File: config.mk
export PLATFORM = sky130hd
export DESIGN_NAME = sync_s2p_word_collector_sha3
export DESIGN_NICKNAME = d
export VERILOG_FILES = /design/src/rtl/sync_s2p_word_collector_sha3.sv
export SDC_FILE = /design/constraint.sdc
export NUM_CORES = 1
export LEC_CHECK = 0
export CORE_UTILIZATION = 54
export CTS_BUF_LIST = sky130_fd_sc_hd__clkbuf_8 sky130_fd_sc_hd__clkbuf_16
export CTS_CLUSTER_DIAMETER = 150
export DETAILED_ROUTE_END_ITERATION = 10
export PLACE_DENSITY = 0.82
export REMOVE_ABC_BUFFERS = 1
export SYNTH_ARGS = -nofsm -noshare
export SYNTH_HDL_FRONTEND = slang
export SYNTH_SLANG_ARGS = --single-unit
File: constraint.sdc
create_clock -name clk -period 3.8 [get_ports clk]
set_clock_uncertainty 0.15 [all_clocks]
set_input_delay 0.57 -clock clk [delete_from_list [all_inputs] [get_ports clk]]
set_output_delay 0.57 -clock clk [all_outputs]
set_load 0.02 [all_outputs]
File: src/rtl/sync_s2p_word_collector_sha3.sv
// LSB-first serial-to-parallel word collector for the SHA3 datapath: shifts in
// `width` bits, then holds the word on a valid/ready handshake with busy and error flags.
module sync_s2p_word_collector_sha3 #(
  parameter int width = 512
) (
  input  logic             clk,
  input  logic             reset,
  input  logic             data_in,
  input  logic             data_valid,
  output logic             ki_b,
  output logic [width-1:0] word_out,
  output logic             word_valid,
  input  logic             word_ready,
  input  logic             err_clr,
  output logic             frame_err,
  output logic             overrun_err
);

  localparam int CW = $clog2(width) + 1;
  localparam logic [CW-1:0] LAST_BIT = CW'(width - 1);

  typedef enum logic [1:0] {IDLE, SHIFT, HOLD} state_t;

  state_t           state_reg;
  logic [CW-1:0]    cnt_reg;
  logic [width-1:0] sr_reg;
  logic [width-1:0] sr_shift;
  logic             frame_set;
  logic             overrun_set;

  // New bit enters at the top so the first bit of a burst ends up in bit 0.
  genvar gi;
  generate
    for (gi = 0; gi < width; gi++) begin : g_shift
      if (gi == width - 1) begin : g_top
        assign sr_shift[gi] = data_in;
      end else begin : g_body
        assign sr_shift[gi] = sr_reg[gi+1];
      end
    end
  endgenerate

  assign frame_set   = (state_reg == SHIFT) && !data_valid;
  assign overrun_set = (state_reg == HOLD) && data_valid && !word_ready;
  assign word_out    = sr_reg;

  always_ff @(posedge clk or negedge reset) begin
    if (!reset) begin
      state_reg   <= IDLE;
      cnt_reg     <= '0;
      sr_reg      <= '0;
      ki_b        <= 1'b0;
      word_valid  <= 1'b0;
      frame_err   <= 1'b0;
      overrun_err <= 1'b0;
    end else begin
      // Sticky flags: a new error in the clear cycle wins over the clear.
      frame_err   <= frame_set | (frame_err & ~err_clr);
      overrun_err <= overrun_set | (overrun_err & ~err_clr);

      case (state_reg)
        IDLE: begin
          if (data_valid) begin
            sr_reg    <= sr_shift;
            cnt_reg   <= CW'(1);
            state_reg <= SHIFT;
            ki_b      <= 1'b1;
          end
        end

        SHIFT: begin
          if (data_valid) begin
            sr_reg <= sr_shift;
            if (cnt_reg == LAST_BIT) begin
              cnt_reg    <= '0;
              state_reg  <= HOLD;
              word_valid <= 1'b1;
            end else begin
              cnt_reg <= cnt_reg + CW'(1);
            end
          end else begin
            // Short burst: partial contents stay in sr but are never presented.
            cnt_reg   <= '0;
            state_reg <= IDLE;
            ki_b      <= 1'b0;
          end
        end

        HOLD: begin
          if (word_ready) begin
            word_valid <= 1'b0;
            if (data_valid) begin
              sr_reg    <= sr_shift;
              cnt_reg   <= CW'(1);
              state_reg <= SHIFT;
            end else begin
              state_reg <= IDLE;
              ki_b      <= 1'b0;
            end
          end
        end

        default: begin
          state_reg  <= IDLE;
          cnt_reg    <= '0;
          ki_b       <= 1'b0;
          word_valid <= 1'b0;
        end
      endcase
    end
  end

endmodule

Word level (Yosys, flattened, before mapping)
Index checks and enable logic that the tools add are counted.
Widths: inputs -> output; s select.
{ "totals": {"ff_bits": 528} }
{ "op_classes": {"add_sub_neg": 1, "n_eq_ne": 8, "mux": 22, "n_bitwise": 6, "n_reduce_logical": 12} }
{ "op_table": {"columns": ["cell", "n"], "rows": [
  ["$mux 512", 2],
  ["$pmux 512 s2", 1],
  ["$mux 10", 4],
  ["$pmux 10 s3", 1],
  ["$add 10x1->10 const B", 1],
  ["$eq 10x9->1 const B", 1],
  ["$mux 2", 4],
  ["$mux 1", 7],
  ["$ne 2x2->1 const B", 3],
  ["$pmux 1 s3", 2],
  ["$pmux 2 s3", 1],
  ["$reduce_and 2->1", 2],
  ["$reduce_and 4->1", 1],
  ["$logic_and 1x1->1", 3],
  ["$ne 3x2->1 const B", 1],
  ["$reduce_and 3->1", 1],
  ["$and 1x1->1", 2],
  ["$eq 2x1->1 const B", 1],
  ["$eq 2x2->1 const B", 1],
  ["$logic_not 1->1", 2],
  ["$logic_not 2->1", 1],
  ["$ne 2x1->1 const B", 1],
  ["$not 1->1", 2],
  ["$or 1x1->1", 2],
  ["other kinds (2)", 2]
]} }

Depth between registers and ports, before layout
Gate-level depths: netlist (run 1).
{ "logic_depth": {"ltp_word": 4, "ltp_mapped": 8, "mapped_depth_nobuf": 6} }

Worst setup path before layout (run 1)
OpenSTA, ideal clock, no wires.
{ "synth_path": {"path_kind": "reg2reg", "startpoint": "reg state_reg[0]", "endpoint": "reg sr_reg[0] (netlist: word_out[0])", "setup_time_ps": 125, "arrival_time_ps": 1894, "t_required_ps": 3525, "path_slack_ps": 1631, "path_stages_with_launch": 9, "n_path_buf": 3, "period_less_slack_ps": 2169, "cell_sequence": "dfrtp_1 -> inv_1 -> ha_1 -> nor2b_1 -> or3_4 -> buf_6 -> buf_12 -> buf_12 -> mux2_4"} }
{ "synth_between": {"elab_chain_len": 4, "word_cells_on_any_way": 8, "cone_classes": "eq/ne: 3; mux: 1; reduce/logical: 4"} }
{ "synth_lines": {"columns": ["element", "line_no", "source"], "rows": [
  ["from (decl)", "24", "state_t state_reg;"],
  ["from (signal assigned)", "49", "state_reg <= IDLE;"],
  ["from (signal assigned)", "66", "state_reg <= SHIFT;"],
  ["from (signal assigned)", "76", "state_reg <= HOLD;"],
  ["$eq 2x1->1 / $logic_not 2->1 (equally long branches)", "61", "case (state_reg)"],
  ["$reduce_or 2->1 (no line)", null, null],
  ["$reduce_bool 2->1 (no line)", null, null],
  ["$reduce_and 2->1 (no line)", null, null],
  ["to (signal assigned)", "64", "sr_reg <= sr_shift;"],
  ["to (signal assigned)", "73", "sr_reg <= sr_shift;"],
  ["to (signal assigned)", "93", "sr_reg <= sr_shift;"],
  ["to (decl)", "26", "logic [width-1:0] sr_reg;"]
]} }
Several ways; a longest one is shown, not always the timed one.
A chain may end at the register's enable or synchronous reset.

Final worst setup path (run 1)
{ "layout_path": {"startpoint": "reg state_reg[0]", "endpoint": "reg sr_reg[402] (netlist: word_out[402])"} }
The elaborated chain is that of the path after synthesis.

==> results.tsv, run 1 <==
metric	value	unit
status	complete, no violations	
path depth of the worst reg2reg path	6	
Max stage delay on crit path	0.85	ns
die width	205	µm
syn avg cell area	18.9	µm²
Clock Latency Late Sink	0.58	ns
Setup Viol. Count Final	0	
Synth area leaders	dfrtp_1 (59%), mux2_4 (32%), buf_12 (3.9%), mux2_2 (1.7%), buf_6 (0.50%)	
layout cell share with drive strength beyond 1	35.2	%
CP Class	reg2reg	
hold endpoint	cnt_reg[7]	
Core Box Area	40800	µm²
Peak Freq	322	MHz
clock sink count	528	
number of cells upsized or downsized after cts	0	
Lkg Pwr	14.3	nW
# Max-Cap Violations	0	
H-Tree Depth	2	
CP max-delay cell	or3_4	
reg2reg start	state_reg[0]	
first-pass GRT wire length	79000	µm
initial core utilization	54.7	%
RSZ-0062 raised after global routing	no	
Num CTS Buffers	53	
Routed Antenna Nets	0	
pre-CTS setup slack	0.472	ns
Ys Warns	0	
design area	29300	µm²
routed len/inst	22.2	µm
NumNets Final	1741	
Final Max Tran Viols	0	
worst-path fanout max	64	
fin util	71.7	%
simple-gate share of the synthesized area	0.975	%
average via count per standard cell	5.26	
initial antenna violation count	0	
critical path launch point type	flip-flop	
Die Y	205	µm
mux cell area share after synthesis	33.9	%
Distinct cells, synth	34	
sequential element share of the synthesized area	59.2	%
Worst Hold Launch	cnt_reg[7]	
Final Hold Vio Count	0	
Hold Crit Class	reg2reg	
Overflow after GRT	0	
clk root buf	clkbuf_16	
IO Port Bufs	521	
final wirelength	51000	µm
max FFs per register	512	
diodes inserted	0	
Post-synth EDFFs	0	
compound-gate portion of the synthesized area	0.857	%
synth cell count leaders	dfrtp_1 (528), mux2_4 (480), buf_12 (44), mux2_2 (33), buf_6 (10)	
Tot Pwr	12.1	mW
largest family of logic cells by synthesized area	multiplexers	
dpl cell area	27600	µm²
FP Rows	74	
FFs w/ async S/R, synth	100	%
flops & latches, synth	528	
Post-Syn Instances	1183	
Slew @ Worst Pin	1.02	ns
hold_buf cts	1	
die area	42200	µm²
DRC	0	
Post-DP HPWL	35000	µm
max_slew headroom	31.2	%
post-synthesis adder-cell area fraction	0.336	%
GRT Resource Usage Total	24.3	%
total setup buffers inserted after CTS	0	
# IOs	522	
Synth top area share	59.2	%
cell area after synthesis	22300	µm²
Clock Path Buffers	3	
minimum clock period	3.10	ns
Period Utilization, post-route	81.6	%
TritonRoute pass-1 iters	5	
via count	12100	
clock slew at the register clock pins of the worst setup and hold paths	0.06	ns
most common cell in the netlist	dfrtp_1	
power per cell area	414	nW/µm²
Crit. End Element	flip-flop	
post-synth top area cell	dfrtp_1	
Crit Reg-Reg Endpoint	word_out[402]	
area grow syn2layout	31.1	%
r2r setup slk	0.70	ns
largest net degree at the start of global routing	90	
worst path required time	4.11	ns
final RePlAce weighted congestion	0.820	
Final WS setup	0.698	ns
vias in the first global route	12900	
peak supply drop	0.418	mV
worst path cell trace	inv_1 > ha_1 > nor2b_1 > or3_4 > buf_12 > mux2_4	
DR iter-0 viols	608	
CTS tree	built	
Post-Synth XOR/XNOR Area	0	%
WP data arrival	3.41	ns
main flop type after synthesis	dfrtp_1	
hold depth	1	
## logic make-up (layout without fill, tap and decap cells)
| family | after synthesis | in the layout |
|---|---|---|
| compound gates | 31 | 31 |
| fa+ha+maj | 6 | 6 |
| buf+inv | 68 | 645 |
| flops | 528 | 528 |
| mux | 513 | 513 |
| simple gates | 37 | 37 |
## area by class of cell
cell class	instances	area, µm²
tap	532	666
clock buffer	67	1520
timing repair buffer	551	5670
clock inverter	19	105
fill	2486	11600
sequential	528	13200
inverter	8	30.0
multi-input combinational	587	8060
## placed cells by master (no fill, tap or decap), types with 2 or more instances in the layout
cell type | netlist | layout
o22ai_1 | 4 | 4
nand2_1 | 6 | 6
nand4_1 | 3 | 3
clkinv_2 | 0 | 3
mux2_2 | 33 | 33
nand3_1 | 4 | 4
a31oi_1 | 9 | 9
nand2b_1 | 2 | 2
buf_12 | 44 | 18
mux2_4 | 480 | 480
a21oi_1 | 3 | 3
clkbuf_8 | 0 | 14
or3b_2 | 3 | 3
and3_1 | 6 | 6
nor2_1 | 4 | 4
dfrtp_1 | 528 | 528
inv_1 | 7 | 21
clkdlybuf4s50_1 | 0 | 520
and2_1 | 2 | 2
ha_1 | 6 | 6
clkbuf_16 | 0 | 53
buf_4 | 1 | 11
nor4_1 | 2 | 2
o21ai_0 | 9 | 9
## where the power goes
part           switching [mW]  internal (mW)
logic                   0.685          0.562
registers               0.153           5.79
clock network            2.08           2.84
total                    2.92           9.19
## worst max-delay path: cells and delay by family (launching register included)
kind	cells	cell delay, ns
fa+ha+maj	1	0.22
buf+inv	2	0.57
flops	1	0.43
mux	1	0.35
simple gates	2	1.16
## routing by layer
layer  track usage [%]  wire length (µm)  vias up
met3              8.22              4200       81
met5                 0                 0        -
met2              38.9             24400      399
met4              7.20              1390        0
met1              31.4             20900     6296
li1                  -                 -     5274
## through the flow
stage | hold WS (ns) | std cells | setup TNS (ns)
2_1_floorplan | 0.124 | 1123 | -1792.62
3_5_place_dp | 0.344 | 2205 | 0
6_report | 0.354 | 2292 | 0
4_1_cts | 0.352 | 2292 | 0
3_3_place_gp | 0.337 | 2205 | 0
5_1_grt | 0.378 | 2292 | 0
## how the worst max path moves through the flow
stage                     cells after the start  slack (ns)         start             to
after floorplan                               5       -3.59  state_reg[0]  word_out[472]
after global placement                        5        0.53    word_ready  word_out[125]
after detailed placement                      5        0.47    word_ready  word_out[125]
after CTS                                     6        0.68  state_reg[0]  word_out[402]
after global routing                          6        0.54  state_reg[0]  word_out[402]
final                                         6        0.70  state_reg[0]  word_out[402]
Power figures use the tool's default switching activity.
==> inputs of run 2 (changes only) <==
CORE_UTILIZATION = 50   (was 54)
PLACE_DENSITY = 0.77   (was 0.82)
clock period = 3.1 ns   (was 3.8 ns; I/O delays follow)
==> run 2 against run 1 <==
Against the previous run:
- highest routed layer unchanged
- non-clock buffer count rose by 11
- critical path type unchanged
- combinational power rose by 19%
- total power rose by 28%
- largest cell class unchanged
==> results.tsv, run 2 (synthesis gave the netlist of run 1 again) <==
metric	value	unit	change
status	complete, no violations		unchanged
Final Hold Vio Count	0		unchanged
cell repeated most along the worst path	buf_12		
final wirelength	51100	µm	was 51000 µm
power per cell area	524	nW/µm²	was 414 nW/µm²
most common cell after layout, fill and taps aside	dfrtp_1		unchanged
peak supply drop	0.625	mV	was 0.418 mV
area grow syn2layout	32.7	%	was 31.1%
Peak Freq	403	MHz	was 322 MHz
met3 wire len	4310	µm	was 4200 µm
Clock Path Buffers	3		unchanged
layout cell share with drive strength beyond 1	36.2	%	was 35.2%
worst path cell trace	inv_1 > ha_1 > nor2b_1 > or3_4 > buf_12 > buf_12 > mux2_4		was inv_1 > ha_1 > nor2b_1 > or3_4 > buf_12 > mux2_4
hold_buf cts	1		unchanged
Final WS setup	0.616	ns	was 0.698 ns
sw frac	23.6	%	was 24.1%
FP Rows	77		was 74
pre-CTS setup slack	0.501	ns	was 0.472 ns
Post-DP HPWL	35300	µm	was 35000 µm
Overflow after GRT	0		unchanged
Clk network pwr share	43.5	%	was 40.6%
max FFs per register	512		unchanged
GRT Resource Usage Total	22.2	%	was 24.3%
final RePlAce weighted congestion	0.821		was 0.820
total setup buffers inserted after CTS	0		unchanged
IO Port Bufs	521		unchanged
Die Y	213	µm	was 205 µm
clock slew at the register clock pins of the worst setup and hold paths	0.06	ns	about the same
vias in the first global route	12800		was 12900
clock sink count	528		unchanged
NumNets Final	1752		was 1741
die area	45500	µm²	was 42200 µm²
Seq pwr share	46.9	%	was 49.1%
worst-path fanout max	44		was 64
Net Sw Power	3.67	mW	was 2.92 mW
worst hold slack	0.277	ns	was 0.354 ns
via count	12100		about the same
Final Max Tran Viols	0		unchanged
max_slew headroom	53.6	%	was 31.2%
die width	213	µm	was 205 µm
H-Tree Depth	2		unchanged
Num CTS Buffers	53		unchanged
Hold Crit Class	in2async		was reg2reg
worst path required time	3.41	ns	was 4.11 ns
critical path launch point type	flip-flop		unchanged
met2 WL post-DR	23700	µm	was 24400 µm
Lkg Pwr	14.4	nW	was 14.3 nW
Crit. End Element	flip-flop		unchanged
Routed Antenna Nets	0		unchanged
# Max-Cap Violations	0		unchanged
RSZ-0062 raised after global routing	no		unchanged
Slew @ Worst Pin	0.689	ns	was 1.02 ns
DR iter-0 viols	594		was 608
logic gate share of total power	9.6	%	was 10.3%
largest net degree at the start of global routing	93		was 90
diodes inserted	0		unchanged
Period Utilization, post-route	80.1	%	was 81.6%
CTS tree	built		unchanged
initial antenna violation count	0		unchanged
most frequent cells in the layout	dfrtp_1 (528), clkdlybuf4s50_1 (520), mux2_4 (480)		unchanged
Max stage delay on crit path	0.42	ns	was 0.85 ns
Pint	11.9	mW	was 9.19 mW
Core Box Area	44100	µm²	was 40800 µm²
Setup Viol. Count Final	0		unchanged
initial core utilization	50.6	%	was 54.7%
DRC	0		unchanged
CP Class	reg2reg		unchanged
Top Metal Used	met4		unchanged
average via count per standard cell	5.12		was 5.26
clk root buf	clkbuf_16		unchanged
TritonRoute pass-1 iters	4		was 5
# IOs	522		unchanged
routed len/inst	21.5	µm	was 22.2 µm
metal1 wirelength	21400	µm	was 20900 µm
first-pass GRT wire length	77900	µm	was 79000 µm
Clock Latency Late Sink	0.59	ns	was 0.58 ns
CP max-delay cell	dfrtp_1		was or3_4
Fill cells	3007		was 2486
WP data arrival	2.80	ns	was 3.41 ns
minimum clock period	2.48	ns	was 3.10 ns
number of cells upsized or downsized after cts	0		unchanged
==> run 2: layout make-up <==
type / instances / area, µm² / area share [%]
clock buffers: 62 / 1450 / 4.89
clock inverters: 31 / 389 / 1.31
inverters: 8 / 30.0 / 0.101
multi-input cells: 587 / 8060 / 27.2
flip-flops and latches: 528 / 13200 / 44.6
well taps: 592 / 741 / 2.50
repair buffers: 562 / 5740 / 19.4
==> run 2: worst paths after layout <==
kind	slack (ns)	endpoint	cells past startpoint	startpoint
max	0.62	word_out[123]	7	state_reg[0]
min	0.28	word_out[463]	2	reset
max reg2reg	0.62	word_out[123]	7	state_reg[0]
min reg2reg	0.36	cnt_reg[3]	1	cnt_reg[3]
max in group asynchronous	1.60	word_out[253]	3	reset
min in group clk	0.33	frame_err	2	err_clr
==> run 2: worst max-delay path, delay by kind of cell (launching register included) <==
family | cells | cell delay [ns]
adder cells (fa/ha/maj) | 1 | 0.23
AND/OR/NAND/NOR | 2 | 0.51
buffers and inverters | 3 | 0.66
flip-flops | 1 | 0.42
multiplexers | 1 | 0.34
==> run 2: per-layer routing <==
metal / up-vias / global-route usage [%]
met5: - / 0
met4: 0 / 8.18
met3: 93 / 7.40
met2: 431 / 34.0
met1: 6302 / 29.5
li1: 5302 / -
==> run 2: power groups by stage <==
stage,Combinational (mW),Sequential (mW),Clock (mW)
after floorplan,0.740,7.57,0
after global placement,1.47,7.38,0
after detailed placement,1.50,7.39,0
after CTS,1.50,7.27,6.92
after global routing,1.59,7.30,7.16
final,1.49,7.28,6.76
==> run 2: stage by stage <==
step	std cells	util [%]	area, µm²	total power [mW]	setup TNS, ns
floorplan	1123	-	21300	8.31	-2151.02
global placement	2276	63.0	27800	8.86	0
detailed placement	2276	63.0	27800	8.89	0
CTS	2370	67.1	29600	15.7	0
global route	2370	67.1	29600	16.1	0
finish	2370	67.1	29600	15.5	0
==> inputs of run 3 (changes only) <==
clock period = 2.51 ns   (was 3.1 ns; I/O delays follow)
==> run 3 against run 2 <==
Against the previous run:
- clock-buffer cell count grew 5
- register-to-register slack got worse by 0.48 ns
- total power grew 24%
- first-iteration DRC count is 25% higher
- critical path depth unchanged
- largest cell class unchanged
- largest power group unchanged
==> results.tsv, run 3 (synthesis gave the netlist of run 1 again) <==
metric	value	unit	change
status	complete, no violations		unchanged
sequential cell area	13200	µm²	unchanged
first-pass GRT wire length	78900	µm	was 77900 µm
Slew @ Worst Pin	0.696	ns	was 0.689 ns
Peak Freq	421	MHz	was 403 MHz
initial antenna violation count	0		unchanged
worst path required time	2.82	ns	was 3.41 ns
CP Class	reg2reg		unchanged
Final Hold Vio Count	0		unchanged
FP Rows	77		unchanged
peak supply drop	0.921	mV	was 0.625 mV
Crit. End Element	flip-flop		unchanged
Fill cells	2998		was 3007
largest net degree at the start of global routing	76		was 93
Final WS setup	0.135	ns	was 0.616 ns
max FFs per register	512		unchanged
Tot Pwr	19.3	mW	was 15.5 mW
GRT Resource Usage Total	22.5	%	was 22.2%
clock sink count	528		unchanged
# IOs	522		unchanged
Clock Path Buffers	3		unchanged
IO Port Bufs	521		unchanged
average via count per standard cell	5.12		about the same
NumNets Final	1756		was 1752
die width	213	µm	unchanged
final wirelength	51700	µm	was 51100 µm
Inst Count DP	2278		was 2276
Post-DP HPWL	35700	µm	was 35300 µm
routed len/inst	21.7	µm	was 21.5 µm
Die Y	213	µm	unchanged
DRC	0		unchanged
max_slew headroom	53.1	%	was 53.6%
H-Tree Depth	2		unchanged
Core Box Area	44100	µm²	unchanged
vias in the first global route	12900		was 12800
Num CTS Buffers	55		was 53
worst-path fanout max	46		was 44
Setup Viol. Count Final	0		unchanged
Multi-input gate area	8070	µm²	was 8060 µm²
Period Utilization, post-route	94.6	%	was 80.1%
CTS tree	built		unchanged
power per cell area	648	nW/µm²	was 524 nW/µm²
TritonRoute pass-1 iters	6		was 4
clock slew at the register clock pins of the worst setup and hold paths	0.06	ns	about the same
# Max-Cap Violations	0		unchanged
Final Max Tran Viols	0		unchanged
Lkg Pwr	14.5	nW	was 14.4 nW
WP data arrival	2.69	ns	was 2.80 ns
most common cell after layout, fill and taps aside	dfrtp_1		unchanged
via count	12200		was 12100
RSZ-0062 raised after global routing	no		unchanged
setup TNS	0	ns	unchanged
clk root buf	clkbuf_16		unchanged
initial core utilization	50.6	%	unchanged
layout cell share with drive strength beyond 1	36.2	%	about the same
Non-Filler Instances	2382		was 2370
Clock Latency Late Sink	0.59	ns	about the same
design area	29800	µm²	was 29600 µm²
final RePlAce weighted congestion	0.795		was 0.821
pre-CTS setup slack	0.0117	ns	was 0.501 ns
Routed Antenna Nets	0		unchanged
area grow syn2layout	33.3	%	was 32.7%
minimum clock period	2.37	ns	was 2.48 ns
die area	45500	µm²	unchanged
critical path launch point type	flip-flop		unchanged
most frequent cells in the layout	dfrtp_1 (528), clkdlybuf4s50_1 (520), mux2_4 (480)		unchanged
Hold Crit Class	in2async		unchanged
dpl cell area	27800	µm²	about the same
DR iter-0 viols	744		was 594
Overflow after GRT	0		unchanged
diodes inserted	0		unchanged
## run 3: cell count changes in the layout (fill, tap and decap cells not counted), sizes merged
cell | previous run | this run
clkbuf | 62 | 67
inv | 17 | 27
clkinvlp | 3 | 1
bufinv | 9 | 7
clkinv | 10 | 9
buf | 41 | 43
## run 3: metrics by stage
stage,utilization (%),hold slack (ns)
final,67.5,0.170
after global routing,67.5,0.215
after CTS,67.4,0.152
after detailed placement,63.1,0.216
after global placement,63.1,0.213
after floorplan,-,-0.0691
## run 3: final cells by class
type | count | share of cell area (%)
Sequential cell | 528 | 44.4
Multi-Input combinational cell | 587 | 27.1
Timing Repair Buffer | 564 | 19.5
Clock buffer | 67 | 5.25
Tap cell | 592 | 2.49
Clock inverter | 36 | 1.15
Inverter | 8 | 0.101
## run 3: critical path: stages (launching register included)
cell and delay, ns:
dfrtp_1 0.42, inv_1 0.10, ha_2 0.21, nor2b_2 0.17, or3_4 0.38, buf_12 0.19
buf_16 0.23, mux2_4 0.34
## run 3: repair_timing
item | in CTS | in global routing
endpoints found under the hold margin | 67 | 0
hold buffers | 1 | 0
endpoints found under the setup margin | 0 | 204
setup buffers | 0 | 0
resized for setup | 0 | 3
## run 3: final timing paths
| kind | endpoint | slack [ns] | startpoint | cells after the start |
|---|---|---|---|---|
| max in group asynchronous | word_out[122] | 1.23 | reset | 3 |
| max | word_out[152] | 0.14 | state_reg[0] | 7 |
| min in group clk | frame_err | 0.24 | err_clr | 2 |
| max reg2reg | word_out[152] | 0.14 | state_reg[0] | 7 |
| min reg2reg | cnt_reg[8] | 0.36 | cnt_reg[8] | 1 |
| min | word_out[175] | 0.17 | reset | 2 |
## run 3: power breakdown
group          internal (mW)  total (mW)  switching, mW  leakage (nW)
combinational          0.871        1.87          0.999          6.20
sequential              8.76        8.99          0.229          7.32
clock                   5.11        8.42           3.31          1.01
total                   14.7        19.3           4.54          14.5
## run 3: routing by layer
| layer | routed length (µm) | vias up | global-route usage (%) |
|---|---|---|---|
| li1 | - | 5315 | - |
| met1 | 21300 | 6359 | 29.1 |
| met2 | 24300 | 438 | 35.2 |
| met3 | 4490 | 88 | 7.56 |
| met4 | 1580 | 0 | 8.25 |
| met5 | 0 | - | 0 |
